--- src/rtl/log_pkg.sv ---
// Shared definitions for the block-RAM sample logger: state codes,
// selector field layout and default sizing.
package log_pkg;

    localparam int RAM_DEPTH_DEF = 32768;
    localparam int N_DELAY_DEF   = 250;
    localparam int NBT_SEL_DEF   = 3;

    typedef enum logic [1:0] {
        ST_IDLE    = 2'd0,
        ST_DELAY   = 2'd1,
        ST_CAPTURE = 2'd2,
        ST_DONE    = 2'd3
    } state_t;

    // The MSB of the data selector chooses between the two rate strobes.
    function automatic int rate_sel_bit(input int nbt_sel);
        return nbt_sel - 1;
    endfunction

endpackage

--- src/rtl/log_rd_gate.sv ---
// Processor readback stage: registers the request and address while the
// logger is idle, then delays the enable by one cycle to form read-valid.
module log_rd_gate
    import log_pkg::*;
#(
    parameter int AW = 15
) (
    input  logic          clk,
    input  logic          i_reset,
    input  logic          i_allow,
    input  logic          i_rd_req,
    input  logic [AW-1:0] i_rd_adrs,
    output logic          o_rd_en,
    output logic [AW-1:0] o_rd_adrs,
    output logic          o_rd_valid
);

    // [0] = RAM read enable, [1] = data valid on the RAM output
    logic [1:0]    r_vld_pipe;
    logic [AW-1:0] r_rd_adrs;

    always_ff @(posedge clk) begin
        if (i_reset) begin
            r_vld_pipe <= '0;
            r_rd_adrs  <= '0;
        end else begin
            // Valid follows enable unconditionally so an in-flight read completes.
            r_vld_pipe <= {r_vld_pipe[0], i_rd_req & i_allow};
            if (i_allow)
                r_rd_adrs <= i_rd_adrs;
        end
    end

    assign o_rd_en    = r_vld_pipe[0];
    assign o_rd_valid = r_vld_pipe[1];
    assign o_rd_adrs  = r_rd_adrs;

endmodule

--- src/rtl/log_capture_ctrl.sv ---
// Capture sequencer for the sample logger: start edge, settling delay,
// one RAM write per selected rate strobe until full or stopped.
module log_capture_ctrl
    import log_pkg::*;
#(
    parameter int RAM_DEPTH = RAM_DEPTH_DEF,
    parameter int N_DELAY   = N_DELAY_DEF,
    parameter int NBT_SEL   = NBT_SEL_DEF,
    localparam int AW       = $clog2(RAM_DEPTH)
) (
    input  logic               clk,
    input  logic               i_reset,
    input  logic               i_start,
    input  logic               i_stop,
    input  logic [NBT_SEL-1:0] i_data_sel,
    input  logic               i_rate_tick_1,
    input  logic               i_rate_tick_2,
    input  logic               i_rd_req,
    input  logic [AW-1:0]      i_rd_adrs,
    output logic               o_we,
    output logic [AW-1:0]      o_wr_adrs,
    output logic [NBT_SEL-1:0] o_data_sel,
    output logic               o_rd_en,
    output logic [AW-1:0]      o_rd_adrs,
    output logic               o_rd_valid,
    output logic               o_busy,
    output logic               o_full,
    output logic [AW:0]        o_count,
    output logic [1:0]         o_state
);

    localparam int SEL_BIT = rate_sel_bit(NBT_SEL);
    localparam int DW      = (N_DELAY > 1) ? $clog2(N_DELAY) : 1;
    localparam logic [DW-1:0] DLY_INIT = (N_DELAY > 0) ? DW'(N_DELAY - 1) : '0;

    state_t             r_state, w_state_nxt;
    logic               r_start_q;
    logic [DW-1:0]      r_dly_cnt;
    logic [AW-1:0]      r_ptr;
    logic [AW-1:0]      r_wr_adrs;
    logic [AW:0]        r_count;
    logic               r_full;
    logic               r_we;
    logic               r_busy;
    logic [NBT_SEL-1:0] r_data_sel;

    logic w_start_re, w_idle, w_tick, w_last, w_wr, w_load, w_busy_nxt;

    assign w_start_re = i_start & ~r_start_q;
    assign w_idle     = (r_state == ST_IDLE) | (r_state == ST_DONE);
    assign w_tick     = r_data_sel[SEL_BIT] ? i_rate_tick_2 : i_rate_tick_1;
    assign w_last     = (r_ptr == AW'(RAM_DEPTH - 1));

    always_ff @(posedge clk) begin
        if (i_reset)
            r_state <= ST_IDLE;
        else
            r_state <= w_state_nxt;
    end

    always_comb begin
        w_state_nxt = r_state;
        case (r_state)
            ST_IDLE, ST_DONE:
                if (w_start_re)
                    w_state_nxt = (N_DELAY == 0) ? ST_CAPTURE : ST_DELAY;
            ST_DELAY:
                if (i_stop)
                    w_state_nxt = ST_DONE;
                else if (r_dly_cnt == '0)
                    w_state_nxt = ST_CAPTURE;
            ST_CAPTURE:
                if (i_stop)
                    w_state_nxt = ST_DONE;
                else if (w_tick & w_last)
                    w_state_nxt = ST_DONE;
            default: w_state_nxt = ST_IDLE;
        endcase
    end

    // A stop in the same cycle as a tick drops that tick.
    always_comb begin
        w_load     = w_start_re & w_idle;
        w_wr       = (r_state == ST_CAPTURE) & ~i_stop & w_tick;
        w_busy_nxt = (w_state_nxt == ST_DELAY) | (w_state_nxt == ST_CAPTURE);
    end

    always_ff @(posedge clk) begin
        if (i_reset) begin
            r_start_q  <= i_start;
            r_dly_cnt  <= '0;
            r_ptr      <= '0;
            r_wr_adrs  <= '0;
            r_count    <= '0;
            r_full     <= 1'b0;
            r_we       <= 1'b0;
            r_busy     <= 1'b0;
            r_data_sel <= '0;
        end else begin
            r_start_q <= i_start;
            r_we      <= w_wr;
            r_busy    <= w_busy_nxt;
            if (w_load) begin
                r_data_sel <= i_data_sel;
                r_ptr      <= '0;
                r_count    <= '0;
                r_full     <= 1'b0;
                r_dly_cnt  <= DLY_INIT;
            end else if (w_wr) begin
                r_wr_adrs <= r_ptr;
                r_ptr     <= r_ptr + AW'(1);
                r_count   <= r_count + (AW+1)'(1);
                if (w_last)
                    r_full <= 1'b1;
            end else if (r_state == ST_DELAY && r_dly_cnt != '0) begin
                r_dly_cnt <= r_dly_cnt - DW'(1);
            end
        end
    end

    log_rd_gate #(.AW(AW)) u_rd_gate (
        .clk        (clk),
        .i_reset    (i_reset),
        .i_allow    (w_idle),
        .i_rd_req   (i_rd_req),
        .i_rd_adrs  (i_rd_adrs),
        .o_rd_en    (o_rd_en),
        .o_rd_adrs  (o_rd_adrs),
        .o_rd_valid (o_rd_valid)
    );

    assign o_we       = r_we;
    assign o_wr_adrs  = r_wr_adrs;
    assign o_data_sel = r_data_sel;
    assign o_busy     = r_busy;
    assign o_full     = r_full;
    assign o_count    = r_count;
    assign o_state    = r_state;

endmodule

--- config.mk ---
export PLATFORM = sky130hd
export DESIGN_NAME = log_capture_ctrl
export DESIGN_NICKNAME = d
export VERILOG_FILES = /design/src/rtl/log_pkg.sv /design/src/rtl/log_rd_gate.sv /design/src/rtl/log_capture_ctrl.sv
export SDC_FILE = /design/constraint.sdc
export NUM_CORES = 1
export LEC_CHECK = 0
export BUFFER_PORTS_ARGS = -buffer_cell sky130_fd_sc_hd__buf_4
export CELL_PAD_IN_SITES_DETAIL_PLACEMENT = 1
export CELL_PAD_IN_SITES_GLOBAL_PLACEMENT = 1
export CORE_ASPECT_RATIO = 1.4
export CORE_MARGIN = 5
export CORE_UTILIZATION = 40
export DETAILED_ROUTE_END_ITERATION = 10
export PLACE_DENSITY_LB_ADDON = 0.05
export SYNTH_ARGS = -nofsm -noshare
export SYNTH_HDL_FRONTEND = slang
export SYNTH_HIERARCHICAL = 1
export SYNTH_SLANG_ARGS = --single-unit
export TNS_END_PERCENT = 10
--- constraint.sdc ---
create_clock -name clk -period 2.6 [get_ports clk]
set_input_delay 0.13 -clock clk [delete_from_list [all_inputs] [get_ports clk]]
set_output_delay 0.13 -clock clk [all_outputs]
set_load 0.1 [all_outputs]
# == Yosys cells after proc, flatten, opt, wreduce, memory -nomap -nowiden ==
# Index checks and enable logic that the tools add are counted.
# totals
regBits,80
input_bits,25
# op_classes
n_addsub,3
n_eq_ne,7
muxes,10
bitwise,12
n_reduce_logical,11
# ops
operator,n
$mux W8,3
$add A16 B1 Y16 const B,1
$add A15 B1 Y15 const B,1
$eq A15 B15 Y1 const B,1
$mux W2,5
$logic_not A8 Y1,1
$reduce_and A2 Y1,4
$reduce_bool A8 Y1,1
$sub A8 B1 Y8 const B,1
$and A1 B1 Y1,6
$eq A2 B2 Y1 const B,3
$pmux W2 S3,1
$eq A2 B1 Y1 const B,2
$not A1 Y1,4
$reduce_or A2 Y1,2
$logic_not A2 Y1,1
$ne A2 B1 Y1 const B,1
$or A1 B1 Y1,2
$reduce_bool A2 Y1,1
$logic_and A1 B1 Y1,1
$mux W1,1

# == Logic depth before layout (Yosys ltp) ==
# Gate-level depths: netlist of run 1.
# depth
ltp_word,7
mapped_depth,8

# == Cells and area by module ==
# Netlist of run 1, hierarchy kept.
# modules_own_cells
mod,n_inst,cells_each,area_per_inst_um2
log_capture_ctrl,1,301,2800.2
log_rd_gate,1,54,601.8

# == Worst setup path before layout of run 1 ==
# No wires, ideal clock.
# synth_path
path_type,register to register
startpoint,"register r_state[0], in the netlist o_state[0]"
endpoint,"register r_wr_adrs[10], in the netlist o_wr_adrs[10]"
setup_ns,0.128
arrival_time_ns,2.647
required_time_ns,2.472
setup_slack_ns,-0.175
path_stages_with_launch,9
n_path_buf,2
synth_period_minus_slack_ns,2.775
cell_sequence,dfxtp_1 inv_1 ha_1 and2_1 clkbuf_1 nor3_4 buf_6 mux2i_1 nor2_1
# synth_via
elab_chain_cells,5
word_cells_on_any_way,9
classes_between,2 x eq/ne; 5 x bitwise; 2 x reduce/logical
# synth_lines
element,line_no,source
start: declaration,log_capture_ctrl.sv:36,"state_t r_state, w_state_nxt;"
start signal: assignment,log_capture_ctrl.sv:58,r_state <= w_state_nxt;
$eq A2 B2 Y1 or $logic_not A2 Y1 (tied branches),log_capture_ctrl.sv:50,assign w_idle = (r_state == ST_IDLE) | (r_state == ST_DONE);
$or A1 B1 Y1 *,log_capture_ctrl.sv:50,
named net w_idle,log_capture_ctrl.sv:47,"logic w_start_re, w_idle, w_tick, w_last, w_wr, w_load, w_busy_nxt;"
$and A1 B1 Y1 *,log_capture_ctrl.sv:83,w_load = w_start_re & w_idle;
$not A1 Y1 (no line) *,--,
$reduce_and A2 Y1 (no line) *,--,
end signal: assignment,log_capture_ctrl.sv:110,r_wr_adrs <= r_ptr;
end: declaration,log_capture_ctrl.sv:40,logic [AW-1:0] r_wr_adrs;
# Mark *: on every way through the listed nets, which the timed path passes. The rest lies on a longest branch.
# A chain may end at the register's enable or synchronous reset.

# == Final worst setup path of run 1 ==
# layout_path
startpoint,"register r_state[0], in the netlist o_state[0]"
endpoint,register r_ptr[14]
# layout_via
elab_chain_cells,4
word_cells_on_any_way,8
classes_between,2 x eq/ne; 4 x bitwise; 2 x reduce/logical
# layout_lines
element,line_no,source
$eq A2 B2 Y1 or $logic_not A2 Y1 (tied branches),log_capture_ctrl.sv:50,
$or A1 B1 Y1 *,log_capture_ctrl.sv:50,
named net w_idle,log_capture_ctrl.sv:47,
$and A1 B1 Y1 *,log_capture_ctrl.sv:83,
$reduce_or A2 Y1 (no line) *,--,
end signal: assignment,log_capture_ctrl.sv:111,r_ptr <= r_ptr + AW'(1);
end: declaration,log_capture_ctrl.sv:39,logic [AW-1:0] r_ptr;
# Marked as above.

==> impl_metrics.env, run 1 <==
export IMPL_status="completed"
export IMPL_antenna_found_initial=0
export IMPL_htreeDepth=3
export IMPL_max_freq_ghz=0.462
export IMPL_rsz0062_at_grt="no"
export IMPL_netlist_area_um2=3400
export IMPL_finalInstanceArea_um2=4410
export IMPL_tightest_slew_ns=0.521
export IMPL_numPortBuffers=80
export IMPL_wl_um=8340
export IMPL_drcViolationCount=0
export IMPL_track_usage_pct=17.1
export IMPL_critPathKind="register to register"
export IMPL_finish_utilization_pct=53.4
export IMPL_placedCellCount=524
export IMPL_synthTopCellsByArea="dfxtp_1 (47%), mux2i_1 (9.4%), nor2_1 (7.2%), xnor2_1 (4.1%), xor2_1 (3.9%)"
export IMPL_gr_total_overflow=0
export IMPL_synthTopCellsByCount="dfxtp_1 (80), nor2_1 (65), mux2i_1 (32)"
export IMPL_grt_max_degree=48
export IMPL_p_sw_mw=1.42
export IMPL_synthCells=355
export IMPL_syn_area_per_cell_um2=9.58
export IMPL_cp_start_kind="register"
export IMPL_cpPeakStageDelay_ns=0.36
export IMPL_seqPwrFrac_pct=34.9
export IMPL_cp_required_ns=2.81
export IMPL_yosysUniqueCellTypes=44
export IMPL_finalCritPeriodShare_pct=83.2
export IMPL_power_mw=4.07
export IMPL_layout_drive_gt1_share_pct=25.1
export IMPL_syn_nets=387
export IMPL_place_area_um2=4060
export IMPL_finalNonFillerCells=540
export IMPL_routed_via_density=5.11
export IMPL_ctsHoldBuffers=1
export IMPL_intPower_mw=2.65
export IMPL_fin_nets=466
export IMPL_clock_skew_ns=0.00600
export IMPL_power_leakage_nw=1.81
export IMPL_cts_buffers=9
export IMPL_grt_pass1_vias=2949
export IMPL_post_cts_resized=0
export IMPL_synth_ff_type="dfxtp_1"
export IMPL_io_pins=81
export IMPL_yosysTopAreaCell="dfxtp_1"
export IMPL_path_cells="inv_1 -> ha_1 -> buf_4 -> nand2_1 -> nand2b_1 -> buf_4 -> nor2_1"
export IMPL_hold_path_class="primary input to register"
export IMPL_combPwrFrac_pct=29.8
export IMPL_slowest_stage="dfxtp_2"
export IMPL_yosys_area_top_type_share_pct=47.1
export IMPL_cts_setup_buffers=0
export IMPL_fp_dieH_um=119
export IMPL_wl_per_cell_um=15.4
export IMPL_endpoint_kind="register"
export IMPL_drv_cap=0
export IMPL_diodes=0
export IMPL_synth_seq_cells=80
export IMPL_timing_critical_path_buf_inv=3
export IMPL_path_clk_slew_ns=0.06
export IMPL_slew_violations=0
export IMPL_firstDrtPassIters=4
export IMPL_hold_viol_final=0
export IMPL_cpMostUsedCell="buf_4"
export IMPL_die_x_um=87.9
export IMPL_gp_congestion=0.730
export IMPL_insertion_delay_ns=0.34
export IMPL_ys_seq_area_share_pct=47.1
export IMPL_final_antenna_net_count=0
export IMPL_power_per_cell_area_nw_per_um2=923
export IMPL_initial_core_util_pct=41.3
export IMPL_grt_pass1_wl_um=14100
export IMPL_cts_tree="done"
export IMPL_critPathArrivalTime_ns=2.37
export IMPL_root_buffer="clkbuf_16"
export IMPL_drtIter0Drc=102
export IMPL_yosysMostFrequentCell="dfxtp_1"
export IMPL_die_area_um2=10500
export IMPL_switching_share_pct=34.9
export IMPL_setup_violations=0
export IMPL_cp_top_family="buffers and inverters"
export IMPL_clkPwrFrac_pct=35.3
export IMPL_clk_path_buf_depth=2
export IMPL_num_rows=39
export IMPL_async_reset_ff_share_pct=0
export IMPL_clock_sink_count=80
export IMPL_fp_coreArea_um2=8250
export IMPL_tns_ns=0
export IMPL_synth_edf_count=0
export IMPL_area_growth_pct=29.5
export IMPL_dpl_hpwl_um=5880
export IMPL_fin_crit_ns=2.16
export IMPL_ir_worst_vdd_mv=0.602
export IMPL_crit_path_max_fanout=31
export IMPL_slew_headroom_pct=65.3
export IMPL_vias=2761
export IMPL_ys_warn_count=6
cell families after synthesis:
logic type / share of synthesized area, %
AOI/OAI and AO/OA: 5.15
xor gates and xnor gates: 7.98
adders and majority gates: 2.57
buffers and inverters: 3.82
DFF: 47.1
muxes: 10.4
and+or+nand+nor: 23.0
cells in the final DEF (no fill, tap or decap), types with 8 or more instances in the layout:
cell type / count
xnor2_1: 16
nand3_1: 8
nand2_1: 19
buf_4: 83
nor3_1: 12
xor2_1: 15
nor2_1: 65
nand4_1: 9
mux2i_1: 32
a21oi_1: 13
dfxtp_1: 78
inv_1: 9
clkbuf_16: 9
per-stage QoR:
| step | hold slack, ns | setup slack [ns] |
|---|---|---|
| 6_report | 0.0122 | 0.437 |
| 5_1_grt | 0.0120 | 0.259 |
| 4_1_cts | 0.00266 | 0.366 |
| 3_5_place_dp | 0.249 | 0.376 |
| 3_3_place_gp | 0.247 | 0.484 |
| 2_1_floorplan | 0.158 | 0.181 |
layout make-up:
cell class / count / area [µm²]
fillers: 956 / 3840
well taps: 102 / 128
repair buffers: 84 / 633
clock inverters: 3 / 90.1
clock buffers: 12 / 246
inverters: 9 / 33.8
flip-flops and latches: 80 / 1600
multi-input cells: 250 / 1670
power by group through the flow:
stage	sequential (mW)	clock, mW	combinational (mW)
floorplan	1.91	0	0.525
global placement	1.44	0	1.20
detailed placement	1.44	0	1.21
CTS	1.42	1.48	1.22
global route	1.43	1.54	1.29
finish	1.42	1.44	1.21
worst min-delay path, cell delays in order:
cell and delay, ns:
buf_4 0.08, nand2_1 0.04, nor2_1 0.07
metal layers:
metal / track usage [%] / part of all wire [%] / vias to the layer above
met5: 0 / 0 / -
met4: 5.47 / 1.5 / 0
met3: 5.87 / 5.9 / 13
met2: 28.9 / 52 / 59
met1: 20.1 / 41 / 1319
li1: - / - / 1370
path summary, 6_finish.rpt:
| kind | slack, ns | start | endpoint | cells after the start |
|---|---|---|---|---|
| max reg2reg | 0.44 | o_state[0] | r_ptr[14] | 7 |
| max | 0.44 | o_state[0] | r_ptr[14] | 7 |
| min reg2reg | 0.47 | o_data_sel[0] | o_data_sel[0] | 2 |
| min | 0.01 | i_rd_req | u_rd_gate/r_vld_pipe[0] | 3 |
sequential cells by signal (all words and copies together) (netlist names), 2 cells and up:
register and flops:
r_ptr 15, r_dly_cnt 8, o_wr_adrs 15, o_data_sel 3
o_state 2, o_count 16, u_rd_gate/r_vld_pipe 2, u_rd_gate/o_rd_adrs 15
No activity file was read; power rests on OpenSTA's default activity.
==> run 2: changes to the inputs <==
Settings changed: ABC_AREA set to 1, CORE_UTILIZATION 40 to 39.
Clock period 2.6 ns to 2.3 ns, I/O delays scaled along.
==> run 2 against run 1 <==
Compared with the run above: core utilization is 3.8 points lower; via count rose by 38%; flip-flop and latch count stayed put; critical path depth increased by 2; worst hold slack improved by 0.055 ns; synthesized cell count increased by 61%; first-iteration DRC count is the same; count of clock-buffer cells in the layout stayed put; power increased by 42%; clock power about the same; die area grew 17%; final area rose by 12%; critical endpoint is now o_wr_adrs[12].
==> impl_metrics.env, run 2 <==
export IMPL_cp_start_kind="register"
export IMPL_place_area_um2=4610
export IMPL_slew_violations=0
export IMPL_tightest_slew_ns=0.389
export IMPL_netlist_area_um2=3940
export IMPL_cts_buffers=9
export IMPL_cts_tree="done"
export IMPL_intPower_mw=3.08
export IMPL_endpoint_kind="register"
export IMPL_synth_seq_cells=80
export IMPL_num_rows=43
export IMPL_synthAdderAreaFrac_pct=2.23
export IMPL_layout_drive_gt1_share_pct=20.2
export IMPL_synthTopCellsByCount="nand2_1 (135), dfxtp_1 (80), nor2_1 (79)"
export IMPL_synth_xor_area_share_pct=1.34
export IMPL_combPwrFrac_pct=45.2
export IMPL_numPortBuffers=80
export IMPL_yosysMostFrequentCell="nand2_1"
export IMPL_power_leakage_nw=2.17
export IMPL_area_growth_pct=24.9
export IMPL_path_clk_slew_ns=0.06
export IMPL_dpl_hpwl_um=8390
export IMPL_clkPwrFrac_pct=24.5
export IMPL_async_reset_ff_share_pct=0
export IMPL_fin_crit_ns=1.97
export IMPL_final_cell_mix="nand2_1 (135), buf_4 (86), nor2_1 (79), dfxtp_1 (79), inv_1 (71)"
export IMPL_seqPwrFrac_pct=30.4
export IMPL_yosysTopAreaCell="dfxtp_1"
export IMPL_fp_dieH_um=129
export IMPL_htreeDepth=3
export IMPL_power_per_cell_area_nw_per_um2=1180
export IMPL_grt_pass1_wl_um=18700
export IMPL_gp_congestion=0.782
export IMPL_wl_um=11200
export IMPL_synth_ff_type="dfxtp_1"
export IMPL_largest_register_ff_count=16
export IMPL_slew_headroom_pct=74.0
export IMPL_tns_ns=0
export IMPL_ir_worst_vdd_mv=0.790
export IMPL_routed_via_density=4.84
export IMPL_grt_max_degree=34
export IMPL_final_common_cell="nand2_1"
export IMPL_setup_violations=0
export IMPL_antenna_found_initial=0
export IMPL_diodes=0
export IMPL_p_sw_mw=2.70
export IMPL_gr_total_overflow=0
export IMPL_crit_path_max_fanout=24
export IMPL_critPathArrivalTime_ns=2.24
export IMPL_initial_core_util_pct=39.7
export IMPL_insertion_delay_ns=0.34
export IMPL_rsz0062_at_grt="no"
export IMPL_synthCells=570
export IMPL_die_area_um2=12200
export IMPL_status="completed"
export IMPL_synthSimpleGateAreaFrac_pct=35.0
export IMPL_wl_per_cell_um=14.2
export IMPL_finalCritPeriodShare_pct=85.7
export IMPL_drv_cap=0
export IMPL_yosys_area_top_type_share_pct=40.7
export IMPL_vias=3815
export IMPL_fill_cells=1340
export IMPL_cpPeakStageDelay_ns=0.35
export IMPL_timing_critical_path_buf_inv=4
export IMPL_final_antenna_net_count=0
export IMPL_critPathKind="register to register"
export IMPL_fp_coreArea_um2=9900
export IMPL_ys_warn_count=6
export IMPL_holdWs_ns=0.0667
export IMPL_io_pins=81
export IMPL_synth_edf_count=0
export IMPL_drcViolationCount=0
export IMPL_track_usage_pct=19.2
export IMPL_root_buffer="clkbuf_16"
export IMPL_synth_compound_area_share_pct=9.83
export IMPL_ys_seq_area_share_pct=40.7
export IMPL_post_cts_resized=0
export IMPL_die_x_um=94.9
export IMPL_hold_path_class="primary input to register"
export IMPL_slowest_stage="dfxtp_2"
export IMPL_path_cells="inv_1 -> ha_1 -> inv_1 -> nor2_2 -> nand2_4 -> inv_2 -> buf_4 -> nand3_1 -> a21oi_1"
export IMPL_syn_nets=602
export IMPL_muxShareOfSynthArea_pct=0
export IMPL_cts_setup_buffers=0
export IMPL_switching_share_pct=46.7
export IMPL_drtIter0Drc=102
export IMPL_max_freq_ghz=0.507
export IMPL_firstDrtPassIters=4
export IMPL_cp_required_ns=2.56
export IMPL_finalInstanceArea_um2=4920
export IMPL_clock_skew_ns=0.00829
export IMPL_syn_area_per_cell_um2=6.90
export IMPL_fin_nets=681
export IMPL_clk_path_buf_depth=2
export IMPL_clock_sink_count=80
export IMPL_cpMostUsedCell="inv_1"
export IMPL_ctsHoldBuffers=2
export IMPL_grt_pass1_vias=4014
export IMPL_cp_top_family="buffers and inverters"
export IMPL_yosysUniqueCellTypes=34
export IMPL_synth_top_family_by_area="simple AND/OR/NAND/NOR gates"
export IMPL_synthTopCellsByArea="dfxtp_1 (41%), nand2_1 (13%), nor2_1 (7.5%), inv_1 (6.8%), a21oi_1 (6.0%)"
export IMPL_hold_viol_final=0
-- run 2: cell count changes in the layout (fill, tap and decap cells not counted), sizes merged, moves of 6 or more --
cell | previous run | this run
mux2i | 33 | 0
o21ai | 7 | 22
nand2 | 19 | 144
nand3 | 8 | 41
xnor2 | 16 | 1
nor2 | 66 | 92
or3 | 6 | 0
inv | 9 | 76
and2 | 6 | 0
xor2 | 15 | 5
a21oi | 13 | 48
-- run 2: power by group through the flow --
stage / registers [mW] / logic [mW] / clock network (mW)
after floorplan: 2.86 / 1.03 / 0
after global placement: 1.77 / 2.58 / 0
after detailed placement: 1.78 / 2.63 / 0
after CTS: 1.76 / 2.64 / 1.45
after global routing: 1.78 / 2.83 / 1.51
final: 1.75 / 2.61 / 1.41
-- run 2: logic make-up (layout without fill, tap and decap cells) --
kind of cell | after synthesis | in the layout
buffers and inverters | 96 | 179
xor gates and xnor gates | 6 | 6
AOI/OAI and AO/OA | 74 | 74
and+or+nand+nor | 307 | 307
DFF | 80 | 80
adders and majority gates | 7 | 7
-- run 2: layout make-up --
cell class	count	area, µm²	share of cell area, %
Clock inverter	3	42.5	0.865
Timing Repair Buffer	88	666	13.5
Sequential cell	80	1600	32.6
Inverter	76	285	5.80
Clock buffer	12	246	5.01
Multi-Input combinational cell	394	1900	38.7
Tap cell	135	169	3.44
-- run 2: routing by layer --
| layer | routed length [µm] | vias to the layer above | track usage [%] |
|---|---|---|---|
| li1 | - | 1951 | - |
| met1 | 4790 | 1796 | 22.0 |
| met2 | 5870 | 58 | 35.3 |
| met5 | 0 | - | 0 |
| met4 | 117 | 0 | 5.52 |
| met3 | 398 | 10 | 3.86 |
-- run 2: per-stage QoR --
step | instances | setup WS (ns) | power (mW) | utilization, %
2_1_floorplan | 570 | 0.0451 | 3.89 | -
3_3_place_gp | 771 | 0.469 | 4.34 | 46.5
3_5_place_dp | 771 | 0.344 | 4.41 | 46.5
4_1_cts | 788 | 0.317 | 5.85 | 49.7
5_1_grt | 788 | 0.149 | 6.12 | 49.7
6_report | 788 | 0.329 | 5.78 | 49.7
-- run 2: tightest hold or removal path, cell delays in order --
cell and delay [ns]:
buf_4 0.11, nand3_1 0.07, a21oi_1 0.06
-- run 2: final timing paths --
kind | startpoint | endpoint | slack (ns) | depth (start not counted)
worst max-delay path | o_state[0] | o_wr_adrs[12] | 0.33 | 9
worst min-delay path | i_data_sel[0] | o_data_sel[0] | 0.07 | 3
worst max register to register | o_state[0] | o_wr_adrs[12] | 0.33 | 9
worst min register to register | u_rd_gate/r_vld_pipe[0] | u_rd_gate/r_vld_pipe[1] | 0.43 | 2
==> run 3: changes to the inputs <==
Settings changed: CORE_MARGIN 5 to 4.
==> run 3 against run 2 <==
Compared with the run above: sequential share of layout area fell by 0.13 points; combinational power about the same; non-clock buffer count unchanged; core utilization is 0.20 points higher; global-route usage grew 0.55 points; critical path type unchanged; critical endpoint unchanged.
==> impl_metrics.env, run 3 (synthesis results as in run 2) <==
export IMPL_root_buffer="clkbuf_16"
export IMPL_fin_crit_ns=1.98
export IMPL_firstDrtPassIters=4
export IMPL_r2r_start="o_state[0]"
export IMPL_cp_top_family="buffers and inverters"
export IMPL_cts_setup_buffers=0
export IMPL_max_freq_ghz=0.504
export IMPL_drtIter0Drc=114
export IMPL_diodes=0
export IMPL_gr_total_overflow=0
export IMPL_htreeDepth=3
export IMPL_vias=3841
export IMPL_slew_headroom_pct=75.6
export IMPL_layout_drive_gt1_share_pct=20.5
export IMPL_timing_critical_path_buf_inv=4
export IMPL_grt_pass1_wl_um=18800
export IMPL_post_cts_resized=0
export IMPL_num_rows=43
export IMPL_area_growth_pct=25.4
export IMPL_grt_pass1_vias=4020
export IMPL_tightest_slew_ns=0.364
export IMPL_cts_tree="done"
export IMPL_placedCellCount=771
export IMPL_clk_path_buf_depth=2
export IMPL_final_cell_mix="nand2_1 (135), buf_4 (86), nor2_1 (79), dfxtp_1 (79), inv_1 (71)"
export IMPL_path_clk_slew_ns=0.06
export IMPL_power_leakage_nw=2.17
export IMPL_final_common_cell="nand2_1"
export IMPL_routed_via_density=4.87
export IMPL_numPortBuffers=80
export IMPL_fill_cells=1324
export IMPL_track_usage_pct=19.7
export IMPL_setup_violations=0
export IMPL_regArea_um2=1600
export IMPL_tns_ns=0
export IMPL_die_area_um2=11800
export IMPL_fp_coreArea_um2=9900
export IMPL_drv_cap=0
export IMPL_critPathKind="register to register"
export IMPL_clock_sink_count=80
export IMPL_endpoint_kind="register"
export IMPL_largest_register_ff_count=16
export IMPL_initial_core_util_pct=39.7
export IMPL_finalNonFillerCells=789
export IMPL_rsz0062_at_grt="no"
export IMPL_worstHoldEndpoint="u_rd_gate/o_rd_adrs[7]"
export IMPL_insertion_delay_ns=0.33
export IMPL_drcViolationCount=0
export IMPL_fin_nets=681
export IMPL_cpMostUsedCell="inv_1"
export IMPL_fp_dieH_um=127
export IMPL_gp_congestion=0.792
export IMPL_ir_worst_vdd_mv=0.756
export IMPL_finalCritPeriodShare_pct=86.2
export IMPL_ctsHoldBuffers=2
export IMPL_slew_violations=0
export IMPL_crit_path_max_fanout=22
export IMPL_min_path_cells=5
export IMPL_cp_start_kind="register"
export IMPL_grt_max_degree=32
export IMPL_dpl_hpwl_um=8280
export IMPL_multi_input_area_um2=1900
export IMPL_hold_path_class="primary input to register"
export IMPL_clock_skew_ns=0.00566
export IMPL_slowest_stage="dfxtp_2"
export IMPL_io_pins=81
export IMPL_cts_buffers=9
export IMPL_r2r_end="o_wr_adrs[12]"
export IMPL_die_x_um=92.9
export IMPL_cpPeakStageDelay_ns=0.34
export IMPL_ff2ff_setup_slack_ns=0.32
export IMPL_hp_start="i_rd_adrs[7]"
export IMPL_power_per_cell_area_nw_per_um2=1180
export IMPL_r2r_cells=9
export IMPL_status="completed"
export IMPL_wl_per_cell_um=14.0
export IMPL_wl_um=11000
export IMPL_critPathArrivalTime_ns=2.24
export IMPL_final_antenna_net_count=0
export IMPL_antenna_found_initial=0
export IMPL_path_cells="inv_1 -> ha_1 -> inv_1 -> nor2_2 -> nand2_4 -> inv_2 -> buf_4 -> nand3_1 -> a21oi_1"
export IMPL_cp_required_ns=2.56
export IMPL_hold_viol_final=0
run 3: cell count changes in the layout (fill, tap and decap cells not counted), sizes merged:
cell / previous run / this run
clkinvlp: 1 / 3
clkinv: 1 / 0
run 3: worst max-delay path by stage:
stage / start / to / slack, ns / cells after the start
after floorplan: o_state[1] / o_count[15] / 0.05 / 6
after global placement: o_state[1] / o_wr_adrs[8] / 0.38 / 8
after detailed placement: o_state[0] / o_wr_adrs[8] / 0.29 / 9
after CTS: o_state[0] / o_wr_adrs[12] / 0.25 / 9
after global routing: o_state[1] / o_wr_adrs[12] / 0.09 / 8
final: o_state[0] / o_wr_adrs[12] / 0.32 / 9
run 3: layer usage:
layer  vias up  global-route usage, %  routed length [µm]
met5         -                      0                   0
met3        10                   5.22                 494
met2        59                   35.2                5860
met4         0                   6.30                 149
li1       1957                      -                   -
met1      1815                   22.6                4540
run 3: power breakdown:
group / total [mW] / internal [mW] / switching, mW
Combinational: 2.60 / 0.612 / 1.99
Clock: 1.47 / 0.900 / 0.567
Sequential: 1.75 / 1.60 / 0.146
Total: 5.82 / 3.12 / 2.70
run 3: layout make-up:
class                           instances  area share, %
Inverter                               76           5.78
Clock buffer                           12           5.20
Timing Repair Buffer                   88           13.5
Clock inverter                          4           1.06
Sequential cell                        80           32.5
Multi-Input combinational cell        394           38.6
Tap cell                              135           3.42
run 3: worst min-delay path, cell delays in order:
cell and delay (ns):
buf_4 0.07, inv_1 0.03, nand2_1 0.04, nand2_1 0.04, nor2_1 0.06
run 3: through the flow:
| stage | power [mW] | setup WS, ns | util [%] | hold slack (ns) | area, µm² |
|---|---|---|---|---|---|
| floorplan | 3.89 | 0.0451 | - | 0.143 | 3940 |
| global placement | 4.34 | 0.384 | 46.5 | 0.229 | 4610 |
| detailed placement | 4.41 | 0.294 | 46.5 | 0.232 | 4610 |
| CTS | 5.90 | 0.251 | 49.9 | 0.0509 | 4940 |
| global route | 6.20 | 0.0898 | 49.9 | 0.0690 | 4940 |
| finish | 5.82 | 0.317 | 49.9 | 0.0666 | 4940 |
